$ cat src/rtl/vfalu_pkg.sv
// Shared FSPU writeback definitions: default geometry, writeback port select,
// and the flat entry layout {data, dst_gpr, iid, preg} from MSB to LSB.
package vfalu_pkg;

   localparam int WB_DEPTH  = 2;
   localparam int WB_IID_W  = 7;
   localparam int WB_PREG_W = 7;
   localparam int WB_DATA_W = 64;

   typedef enum logic [1:0] {
      WB_SEL_NONE = 2'd0,
      WB_SEL_FPR  = 2'd1,
      WB_SEL_GPR  = 2'd2
   } wb_sel_e;

   function automatic int wb_entry_w(input int iid_w, input int preg_w);
      return WB_DATA_W + 1 + iid_w + preg_w;
   endfunction

   function automatic int wb_iid_lsb(input int preg_w);
      return preg_w;
   endfunction

   function automatic int wb_dst_pos(input int iid_w, input int preg_w);
      return iid_w + preg_w;
   endfunction

   function automatic int wb_data_lsb(input int iid_w, input int preg_w);
      return iid_w + preg_w + 1;
   endfunction

endpackage

$ cat src/rtl/ct_fspu_wb_buf_if.sv
// EX1-push / writeback-pop bundle of the FSPU writeback buffer.
// The slave modport is the buffer's view, master is the surrounding pipeline.
interface ct_fspu_wb_buf_if
   import vfalu_pkg::*;
#(
   parameter int DEPTH  = WB_DEPTH,
   parameter int IID_W  = WB_IID_W,
   parameter int PREG_W = WB_PREG_W
) ();

   localparam int CNT_W = $clog2(DEPTH) + 1;

   logic                 ex1_vld;
   logic                 ex1_rdy;
   logic                 ex1_dst_gpr;
   logic [63:0]          ex1_result;
   logic [63:0]          result_fmfvr;
   logic [IID_W-1:0]     ex1_iid;
   logic [PREG_W-1:0]    ex1_preg;
   logic                 rtu_flush;
   logic                 wb_fpr_vld;
   logic                 wb_gpr_vld;
   logic                 wb_rdy;
   logic [63:0]          wb_data;
   logic [IID_W-1:0]     wb_iid;
   logic [PREG_W-1:0]    wb_preg;
   logic [CNT_W-1:0]     wb_cnt;

   modport slave (
      input  ex1_vld, ex1_dst_gpr, ex1_result, result_fmfvr, ex1_iid, ex1_preg,
      input  rtu_flush, wb_rdy,
      output ex1_rdy, wb_fpr_vld, wb_gpr_vld, wb_data, wb_iid, wb_preg, wb_cnt
   );

   modport master (
      output ex1_vld, ex1_dst_gpr, ex1_result, result_fmfvr, ex1_iid, ex1_preg,
      output rtu_flush, wb_rdy,
      input  ex1_rdy, wb_fpr_vld, wb_gpr_vld, wb_data, wb_iid, wb_preg, wb_cnt
   );

endinterface

$ cat src/rtl/ct_fspu_wb_entry.sv
// One writeback buffer slot: a flat entry register loaded on write enable.
module ct_fspu_wb_entry #(
   parameter int W = 79
) (
   input  logic         clk_i,
   input  logic         rst_b_i,
   input  logic         we_i,
   input  logic [W-1:0] d_i,
   output logic [W-1:0] q_o
);

   logic [W-1:0] ent_q;
   logic [W-1:0] ent_d;

   // Hold the slot unless it is the current write target.
   always_comb begin
      ent_d = ent_q;
      if (we_i) begin
         ent_d = d_i;
      end else begin
         ent_d = ent_q;
      end
   end

   // Slot storage.
   always_ff @(posedge clk_i or negedge rst_b_i) begin
      if (!rst_b_i) begin
         ent_q <= {W{1'b0}};
      end else begin
         ent_q <= ent_d;
      end
   end

   assign q_o = ent_q;

endmodule

$ cat src/rtl/ct_fspu_wb_buf.sv
// FSPU writeback buffer: small FIFO between EX1 and the FPR/GPR writeback
// ports; the head entry is presented one cycle after its push.
module ct_fspu_wb_buf
   import vfalu_pkg::*;
#(
   parameter int DEPTH  = WB_DEPTH,
   parameter int IID_W  = WB_IID_W,
   parameter int PREG_W = WB_PREG_W
) (
   input  logic               forever_cpuclk,
   input  logic               cpurst_b,
   ct_fspu_wb_buf_if.slave    bus
);

   localparam int PTR_W    = $clog2(DEPTH);
   localparam int CNT_W    = PTR_W + 1;
   localparam int ENT_W    = wb_entry_w(IID_W, PREG_W);
   localparam int IID_LSB  = wb_iid_lsb(PREG_W);
   localparam int DST_POS  = wb_dst_pos(IID_W, PREG_W);
   localparam int DATA_LSB = wb_data_lsb(IID_W, PREG_W);

   logic [PTR_W-1:0] wr_ptr_q;
   logic [PTR_W-1:0] wr_ptr_d;
   logic [PTR_W-1:0] rd_ptr_q;
   logic [PTR_W-1:0] rd_ptr_d;
   logic [CNT_W-1:0] cnt_q;
   logic [CNT_W-1:0] cnt_d;

   logic             not_full_s;
   logic             head_vld_s;
   logic             push_s;
   logic             pop_s;
   logic [DEPTH-1:0] we_s;
   logic [ENT_W-1:0] wr_ent_s;
   logic [ENT_W-1:0] head_s;
   logic [ENT_W-1:0] ent_q [DEPTH];
   wb_sel_e          sel_s;

   // Readiness comes only from the registered count, never from wb_rdy.
   assign not_full_s = (cnt_q < CNT_W'(DEPTH));
   assign head_vld_s = (cnt_q != {CNT_W{1'b0}});
   assign head_s     = ent_q[rd_ptr_q];

   // Handshake qualification; a flush cancels both sides of the cycle.
   always_comb begin
      push_s   = bus.ex1_vld && not_full_s && !bus.rtu_flush;
      pop_s    = head_vld_s && bus.wb_rdy && !bus.rtu_flush;
      wr_ent_s = {(bus.ex1_dst_gpr ? bus.result_fmfvr : bus.ex1_result),
                  bus.ex1_dst_gpr, bus.ex1_iid, bus.ex1_preg};
   end

   // One-hot write enable for the slot under the write pointer.
   always_comb begin
      we_s = {DEPTH{1'b0}};
      for (int i = 0; i < DEPTH; i++) begin
         we_s[i] = push_s && (wr_ptr_q == PTR_W'(i));
      end
   end

   for (genvar g = 0; g < DEPTH; g++) begin : g_ent
      ct_fspu_wb_entry #(
         .W (ENT_W)
      ) u_ent (
         .clk_i   (forever_cpuclk),
         .rst_b_i (cpurst_b),
         .we_i    (we_s[g]),
         .d_i     (wr_ent_s),
         .q_o     (ent_q[g])
      );
   end

   // Pointer and occupancy next state; pointers wrap naturally at DEPTH.
   always_comb begin
      wr_ptr_d = wr_ptr_q;
      rd_ptr_d = rd_ptr_q;
      cnt_d    = cnt_q;
      if (bus.rtu_flush) begin
         wr_ptr_d = {PTR_W{1'b0}};
         rd_ptr_d = {PTR_W{1'b0}};
         cnt_d    = {CNT_W{1'b0}};
      end else begin
         if (push_s) begin
            wr_ptr_d = wr_ptr_q + PTR_W'(1);
         end else begin
            wr_ptr_d = wr_ptr_q;
         end
         if (pop_s) begin
            rd_ptr_d = rd_ptr_q + PTR_W'(1);
         end else begin
            rd_ptr_d = rd_ptr_q;
         end
         case ({push_s, pop_s})
            2'b10:   cnt_d = cnt_q + CNT_W'(1);
            2'b01:   cnt_d = cnt_q - CNT_W'(1);
            default: cnt_d = cnt_q;
         endcase
      end
   end

   // Pointer and occupancy registers.
   always_ff @(posedge forever_cpuclk or negedge cpurst_b) begin
      if (!cpurst_b) begin
         wr_ptr_q <= {PTR_W{1'b0}};
         rd_ptr_q <= {PTR_W{1'b0}};
         cnt_q    <= {CNT_W{1'b0}};
      end else begin
         wr_ptr_q <= wr_ptr_d;
         rd_ptr_q <= rd_ptr_d;
         cnt_q    <= cnt_d;
      end
   end

   // Head presentation; payload is forced to zero whenever nothing is valid.
   always_comb begin
      sel_s          = WB_SEL_NONE;
      bus.ex1_rdy    = not_full_s;
      bus.wb_cnt     = cnt_q;
      bus.wb_fpr_vld = 1'b0;
      bus.wb_gpr_vld = 1'b0;
      bus.wb_data    = 64'd0;
      bus.wb_iid     = {IID_W{1'b0}};
      bus.wb_preg    = {PREG_W{1'b0}};
      if (!head_vld_s) begin
         sel_s = WB_SEL_NONE;
      end else if (head_s[DST_POS]) begin
         sel_s = WB_SEL_GPR;
      end else begin
         sel_s = WB_SEL_FPR;
      end
      case (sel_s)
         WB_SEL_FPR: bus.wb_fpr_vld = 1'b1;
         WB_SEL_GPR: bus.wb_gpr_vld = 1'b1;
         default:    bus.wb_fpr_vld = 1'b0;
      endcase
      if (sel_s != WB_SEL_NONE) begin
         bus.wb_data = head_s[ENT_W-1:DATA_LSB];
         bus.wb_iid  = head_s[DST_POS-1:IID_LSB];
         bus.wb_preg = head_s[IID_LSB-1:0];
      end else begin
         bus.wb_data = 64'd0;
         bus.wb_iid  = {IID_W{1'b0}};
         bus.wb_preg = {PREG_W{1'b0}};
      end
   end

endmodule

$ cat src/flat_wrapper.sv
// flat-port wrapper written by rule: the top's interface ports become plain ports
module ct_fspu_wb_buf_flat import vfalu_pkg::*;
#(
   parameter int DEPTH  = WB_DEPTH,
   parameter int IID_W  = WB_IID_W,
   parameter int PREG_W = WB_PREG_W
)
  (forever_cpuclk, cpurst_b, bus_ex1_vld, bus_ex1_dst_gpr, bus_ex1_result, bus_result_fmfvr, bus_ex1_iid, bus_ex1_preg, bus_rtu_flush, bus_wb_rdy, bus_ex1_rdy, bus_wb_fpr_vld, bus_wb_gpr_vld, bus_wb_data, bus_wb_iid, bus_wb_preg, bus_wb_cnt);
  ct_fspu_wb_buf_if #(.DEPTH(DEPTH), .IID_W(IID_W), .PREG_W(PREG_W)) bus_i ();
  input  logic forever_cpuclk;
  input  logic cpurst_b;
  input wire logic [$bits(bus_i.ex1_vld)-1:0] bus_ex1_vld;
  input wire logic [$bits(bus_i.ex1_dst_gpr)-1:0] bus_ex1_dst_gpr;
  input wire logic [$bits(bus_i.ex1_result)-1:0] bus_ex1_result;
  input wire logic [$bits(bus_i.result_fmfvr)-1:0] bus_result_fmfvr;
  input wire logic [$bits(bus_i.ex1_iid)-1:0] bus_ex1_iid;
  input wire logic [$bits(bus_i.ex1_preg)-1:0] bus_ex1_preg;
  input wire logic [$bits(bus_i.rtu_flush)-1:0] bus_rtu_flush;
  input wire logic [$bits(bus_i.wb_rdy)-1:0] bus_wb_rdy;
  output wire logic [$bits(bus_i.ex1_rdy)-1:0] bus_ex1_rdy;
  output wire logic [$bits(bus_i.wb_fpr_vld)-1:0] bus_wb_fpr_vld;
  output wire logic [$bits(bus_i.wb_gpr_vld)-1:0] bus_wb_gpr_vld;
  output wire logic [$bits(bus_i.wb_data)-1:0] bus_wb_data;
  output wire logic [$bits(bus_i.wb_iid)-1:0] bus_wb_iid;
  output wire logic [$bits(bus_i.wb_preg)-1:0] bus_wb_preg;
  output wire logic [$bits(bus_i.wb_cnt)-1:0] bus_wb_cnt;
  assign bus_i.ex1_vld = bus_ex1_vld;
  assign bus_i.ex1_dst_gpr = bus_ex1_dst_gpr;
  assign bus_i.ex1_result = bus_ex1_result;
  assign bus_i.result_fmfvr = bus_result_fmfvr;
  assign bus_i.ex1_iid = bus_ex1_iid;
  assign bus_i.ex1_preg = bus_ex1_preg;
  assign bus_i.rtu_flush = bus_rtu_flush;
  assign bus_i.wb_rdy = bus_wb_rdy;
  assign bus_ex1_rdy = bus_i.ex1_rdy;
  assign bus_wb_fpr_vld = bus_i.wb_fpr_vld;
  assign bus_wb_gpr_vld = bus_i.wb_gpr_vld;
  assign bus_wb_data = bus_i.wb_data;
  assign bus_wb_iid = bus_i.wb_iid;
  assign bus_wb_preg = bus_i.wb_preg;
  assign bus_wb_cnt = bus_i.wb_cnt;
  ct_fspu_wb_buf #(.DEPTH(DEPTH), .IID_W(IID_W), .PREG_W(PREG_W)) u_core (.forever_cpuclk(forever_cpuclk), .cpurst_b(cpurst_b), .bus(bus_i));
endmodule
$ cat config.mk
export PLATFORM = sky130hd
export DESIGN_NAME = ct_fspu_wb_buf_flat
export DESIGN_NICKNAME = d
export VERILOG_FILES = /design/src/rtl/vfalu_pkg.sv /design/src/rtl/ct_fspu_wb_buf_if.sv /design/src/rtl/ct_fspu_wb_entry.sv /design/src/rtl/ct_fspu_wb_buf.sv /design/src/flat_wrapper.sv
export SDC_FILE = /design/constraint.sdc
export NUM_CORES = 1
export LEC_CHECK = 0
export CORE_MARGIN = 5
export CORE_UTILIZATION = 49
export CTS_BUF_LIST = sky130_fd_sc_hd__clkbuf_2 sky130_fd_sc_hd__clkbuf_4 sky130_fd_sc_hd__clkbuf_8
export DETAILED_ROUTE_END_ITERATION = 16
export GPL_TIMING_DRIVEN = 0
export PLACE_DENSITY = 0.83
export SETUP_SLACK_MARGIN = 0.05
export SLEW_MARGIN = 20
export SYNTH_ARGS = -nofsm -noshare
export SYNTH_HDL_FRONTEND = slang
export SYNTH_SLANG_ARGS = --single-unit
export TNS_END_PERCENT = 100
$ cat constraint.sdc
create_clock -name forever_cpuclk -period 1.6 [get_ports forever_cpuclk]
set_input_delay 0.32 -clock forever_cpuclk [delete_from_list [all_inputs] [get_ports forever_cpuclk]]
set_output_delay 0.32 -clock forever_cpuclk [all_outputs]
set_load 0.1 [all_outputs]
# After elaboration in Yosys (flattened, before gate mapping)
# Index checks and enable logic that the tools add are counted.
[word_totals] output_inout_bits=83 regBits=162 in_bits=148 word_cells=46
[op_classes] n_lt_le_gt_ge=2 n_eq_ne=4 bitwise=2 mux=17 add_sub_neg=4 reduce_logical=12
[op_table] operator="2-to-1 mux 79 bit" count=3
[op_table] operator="2-to-1 mux 64 bit" count=2
[op_table] operator="2-to-1 mux 7 bit" count=2
[op_table] operator="nonzero test 2 bit" count=4
[op_table] operator="logical AND 1 bit" count=6
[op_table] operator="2-to-1 mux 1 bit" count=6
[op_table] operator="2-to-1 mux 2 bit" count=3
[op_table] operator="equality test 2 x 1 -> 1 bit, second input constant" count=2
[op_table] operator="equality test 2 bit, second input constant" count=2
[op_table] operator="case mux 2 bit (2 select lines)" count=1
[op_table] operator="nonzero test 3 bit" count=1
[op_table] operator="adder 1 bit, second input constant" count=2
[op_table] operator="adder 2 x 1 -> 2 bit, second input constant" count=1
[op_table] operator=">= comparator 2 bit, second input constant" count=1
[op_table] operator="< comparator 2 bit, second input constant" count=1
[op_table] operator="NOT 1 -> 2 bit" count=1
[op_table] operator="subtractor 2 x 1 -> 2 bit, second input constant" count=1
[op_table] operator="logical NOT 1 bit" count=1
[op_table] operator="NOT 1 bit" count=1

# Longest topological paths before layout
[logic_depth] ltp_word=8 mapped_depth=7 depth_no_buf=3

# By module
# From an unflattened synthesis, not the netlist that was laid out.
[hier_totals] cells_unflattened=604 hier_area_um2=8150.3
[by_module_without_submodules] mod="ct_fspu_wb_entry" area_per_inst_um2=2967.8 cells_each=167 seq_area_each_um2=1976.9 instances=2
[by_module_without_submodules] mod="ct_fspu_wb_buf" area_per_inst_um2=2214.6 cells_each=270 seq_area_each_um2=100.1 instances=1

# Worst setup path after synthesis
# No wires, ideal clock.
[synth_path] kind="reg2out" start="reg u_core.cnt_q[1], in the netlist u_core.bus.wb_cnt[1]" end="out bus_wb_fpr_vld" n_path_buf=2 arrival_time_ns=2.850 stages_incl_launch_ff=5 t_required_ns=1.280 setup_slack_ns=-1.570 cell_sequence="dfrtp_1 buf_6 nor2_1 clkbuf_1 nor2b_1"
[synth_between] elab_chain_len=4
[synth_rtl] item="start, declared" line_no="ct_fspu_wb_buf.sv:26" text="logic [CNT_W-1:0] cnt_q;"
[synth_rtl] item="start signal, assigned" line_no="ct_fspu_wb_buf.sv:105" text="cnt_q <= {CNT_W{1'b0}};"
[synth_rtl] item="start signal, assigned" line_no="ct_fspu_wb_buf.sv:109" text="cnt_q <= cnt_d;"
[synth_rtl] item="nonzero test 2 bit" line_no="ct_fspu_wb_buf.sv:41" text="assign head_vld_s = (cnt_q != {CNT_W{1'b0}});"
[synth_rtl] item="2-to-1 mux 2 bit" line_no="ct_fspu_wb_buf.sv:123" text="if (!head_vld_s) begin"
[synth_rtl] item="equality test 2 x 1 -> 1 bit" line_no="ct_fspu_wb_buf.sv:130" text="case (sel_s)"
[synth_rtl] item="2-to-1 mux 1 bit" line_no="ct_fspu_wb_buf.sv:130"
[synth_rtl] item="end, declared" line_no="flat_wrapper.sv:21" text="output wire logic [$bits(bus_i.wb_fpr_vld)-1:0] bus_wb_fpr_vld;"
# Every way passes these cells.

# Final worst setup path
[layout_path] start="reg u_core.cnt_q[1], in the netlist u_core.bus.wb_cnt[1]" end="out bus_wb_data[54]"
[layout_between] elab_chain_len=4
[layout_rtl] item="nonzero test 2 bit" line_no="ct_fspu_wb_buf.sv:41"
[layout_rtl] item="2-to-1 mux 2 bit" line_no="ct_fspu_wb_buf.sv:123"
[layout_rtl] item="nonzero test 2 bit" line_no="ct_fspu_wb_buf.sv:135" text="if (sel_s != WB_SEL_NONE) begin"
[layout_rtl] item="2-to-1 mux 64 bit" line_no="ct_fspu_wb_buf.sv:135"
[layout_rtl] item="end, declared" line_no="flat_wrapper.sv:23" text="output wire logic [$bits(bus_i.wb_data)-1:0] bus_wb_data;"
# Every way passes these cells.

==> impl_results.md <==
* Std-Cell Core Area at 15710 um2
* Launching point of the worst reg2reg path: u_core.bus.wb_cnt[1]$_DFFE_PN0P_
* Dominant cells by area after synthesis: dfrtp_1 (52%), mux2i_1 (18%), nor2_1 (10%), a21oi_1 (7.9%), mux2_2 (3.9%)
* Antenna Nets Post-Route at 0
* Slew @ Worst Pin at 0.6286 ns
* Most common cell in the netlist: nor2_1
* Max FO, Critical Path at 10
* Setup crit end kind: output port
* Routability-driven placement congestion ratio at 0.7924
* DRC errors left at 0
* Clock skew at 0.008234 ns
* Lkg Pwr at 0.005514 uW
* Htree depth at 4
* Final core occ at between 80% and 90%
* Crit Path Category: reg -> out
* Die Y at 135.8 um
* Tcrit/Tclk final at 136.2%
* Antenna diode count at 0
* Max-cap viol count at 0
* Die width at 135.8 um
* Vias/cell at 5.445
* CTS tree: yes
* First-pass GRT wire length at 36.79 mm
* Peak supply drop at between 0.8 and 0.9 mV
* # clock sinks at between 150 and 200
* Vias in the first global route at about 6800
* RSZ-0062 raised after global routing: yes
* Initial DRC Count at 360
* Clock Path Buffers at 2
* Mapped Area at 7760 um2
* Register bit total from synthesis at 162
* Startpoint Class: register
* Commonest cells in the netlist: nor2_1 (210), dfrtp_1 (162), mux2i_1 (143)
* Row Count at 46
* Final setup viols at 240
* Fin. Hold Viols at 0
* Pin count of the biggest net entering global routing at 84
* Synth Instances at 749
* Dpl hpwl at ~16 mm
* Clock latency on the worst-skew pair at 0.47 ns
* R2R cell count at 7
* Minimum clock period at 2.179 ns
* Fmax at approximately 460 MHz
* Failing checks: negative setup slack
* Synth unique cells at 23
* CTS root buf: clkbuf_8
* I/O Pins at 231
* Multi-input gate area at 4343 um2
* Sum of negative setup slack at -82.46 ns
* Final Max Slew Viols at 0
* Worst r2r dst: u_core.g_ent[1].u_ent.q_o[12]$_DFFE_PN0P_
* Initial core utilization at 49.39%
* Share of the synthesized area in the top cell type at a little over half
* Buffers on Ports at 229
* Final #Nets at 1186
* Async SR Flop Fraction at 100.0%
* Ys Warns at 0
* # fillers at 798
* Synth Flop Type: dfrtp_1
* Post-synth EDFFs at 0
* Syn Nets at between 800 and 900
* Initial antenna violation count at 1
* CTS buffer count at 17
* Status: finished, violations left
* Worst Path Required at roughly 1.3 ns
* Post-Route WL at 26.05 mm
* Sequential Area at slightly above 4000 um2
* Crit path DAT at 1.86 ns
* Post-Syn Area per Cell at 10.36 um2
* R2R Setup Slk at -0.36 ns
* PwrDens at 1251 nW/um2
* Clk slew on worst S/H paths at 0.09 ns
* 1st-pass router iterations at 7
* Detailed-route via count at just under 7000
* All-Layer GR Usage at 25.66%
* WL per Instance at slightly above 20 um
* Area Overhead vs Synth at 73.33%
* Post-synthesis sequential area ratio at between 50 and 60%
* DIE AREA at 18450 um2
* Worst setup margin at -0.5795 ns
* Worst slew margin at 58.09%
* Share of cells above drive strength 1 at a little over two fifths
* Overflow after GRT at 0
* Hold WC Path Type: in -> async
* Yosys top cell by area: dfrtp_1
## layout by cell type, fill, tap and decap left out
cell             count
dfrtp_1            159
nor2_1             148
clkdlybuf4s50_1    145
mux2i_1            126
a21oi_2            122
buf_12              70
buf_6               48
nor2_4              36
mux2_4              30
nor2_2              26
clkbuf_16           24
clkbuf_8            24
buf_4               17
mux2i_2             14
buf_2               10
a21oi_1              7
buf_8                5
clkinvlp_4           5
mux2i_4              3
clkinv_2             3
buf_16               3
nand2b_1             2
nand2_1              2
nor2b_1              2
o21ai_0              2
clkbuf_4             2
dfrtp_4              2
inv_2                1
nor2b_4              1
nor4bb_4             1
clkbuf_1             1
nor4b_4              1
a21o_1               1
nand3b_1             1
a31oi_1              1
xnor2_1              1
xor2_1               1
bufinv_16            1
dlygate4sd3_1        1
dfrtp_2              1
## per-layer routing
| metal | up-vias | track usage, % | routed length (um) |
|---|---|---|---|
| li1 | 3138 | - | - |
| met1 | 3478 | 32.34 | 10330 |
| met2 | 243 | 44.69 | 13520 |
| met3 | 34 | 6.033 | 1814 |
| met4 | 0 | 6.663 | 391 |
| met5 | - | 0 | 0 |
## kinds of logic (layout without fill, tap and decap cells)
| group | Yosys count | count (layout) | share of synthesized area (%) |
|---|---|---|---|
| buf+inv | 59 | 360 | 4.740 |
| simple gates | 220 | 220 | 11.08 |
| flops | 162 | 162 | 52.24 |
| xor+xnor | 2 | 2 | 0.2258 |
| compound gates | 133 | 133 | 8.917 |
| mux | 173 | 173 | 22.80 |
## stage by stage
step | hold WS [ns] | area [um2] | worst slack [ns] | cells | power, uW
finish | 0.4474 | 13450 | -0.5795 | 1266 | 16820
global route | 0.4699 | 13450 | -0.6357 | 1266 | 17470
CTS | 0.4408 | 12770 | -0.5567 | 1244 | 16290
detailed placement | 0.3552 | 11350 | -1.636 | 1195 | 12610
global placement | 0.4900 | 11310 | -7.349 | 1194 | 12460
floorplan | 0.02441 | 8752 | -1.046 | 749 | 10940
## critical path, cell delays in order (launching register included)
cell and delay [ns]:
dfrtp_4 0.49, buf_6 0.13, nor2_4 0.13, buf_12 0.19, clkbuf_16 0.19, nor2_1 0.07
buf_6 0.18
## power by group
| group | switching, uW | internal (uW) |
|---|---|---|
| Combinational | 4650 | 3240 |
| Clock | 1530 | 1370 |
| Sequential | 780 | 5250 |
## sequential cells by signal, summed over array words and instances (netlist names)
name and flops:
u_core.rd_ptr_q 1, u_core.wr_ptr_q 1, u_core.bus.wb_cnt 2, u_core.g_ent.u_ent.q_o 158
## final cells by class
| type | instances | share of cell area (%) |
|---|---|---|
| flip-flops and latches | 162 | 30.20 |
| clock buffers | 22 | 2.158 |
| well taps | 216 | 2.009 |
| clock inverters | 9 | 0.6140 |
| multi-input cells | 528 | 32.29 |
| inverters | 1 | 0.02791 |
| plain buffers | 57 | 6.279 |
| repair buffers | 271 | 26.42 |
## repair_timing
item / 4_1_cts / 5_1_grt
hold buffers: 1 / 0
pin swaps: 7 / 3
resized for setup: 728 / 65
cloned: 7 / 18
buffers inserted: 11 / 6
endpoints found under the hold margin: 82 / 0
setup endpoints to repair: 241 / 240
## how the worst max path moves through the flow
stage	slack, ns	endpoint	start
2_1_floorplan	-1.05	bus_wb_data[8]	u_core.bus.wb_cnt[1]$_DFFE_PN0P_
3_3_place_gp	-7.35	u_core.bus.wb_cnt[1]$_DFFE_PN0P_	cpurst_b
3_5_place_dp	-1.64	bus_wb_fpr_vld	u_core.rd_ptr_q$_DFFE_PN0P_
4_1_cts	-0.56	bus_wb_preg[5]	u_core.bus.wb_cnt[1]$_DFFE_PN0P_
5_1_grt	-0.64	bus_wb_data[54]	u_core.bus.wb_cnt[1]$_DFFE_PN0P_
6_report	-0.58	bus_wb_data[54]	u_core.bus.wb_cnt[1]$_DFFE_PN0P_
(Power assumes the default switching activity.)
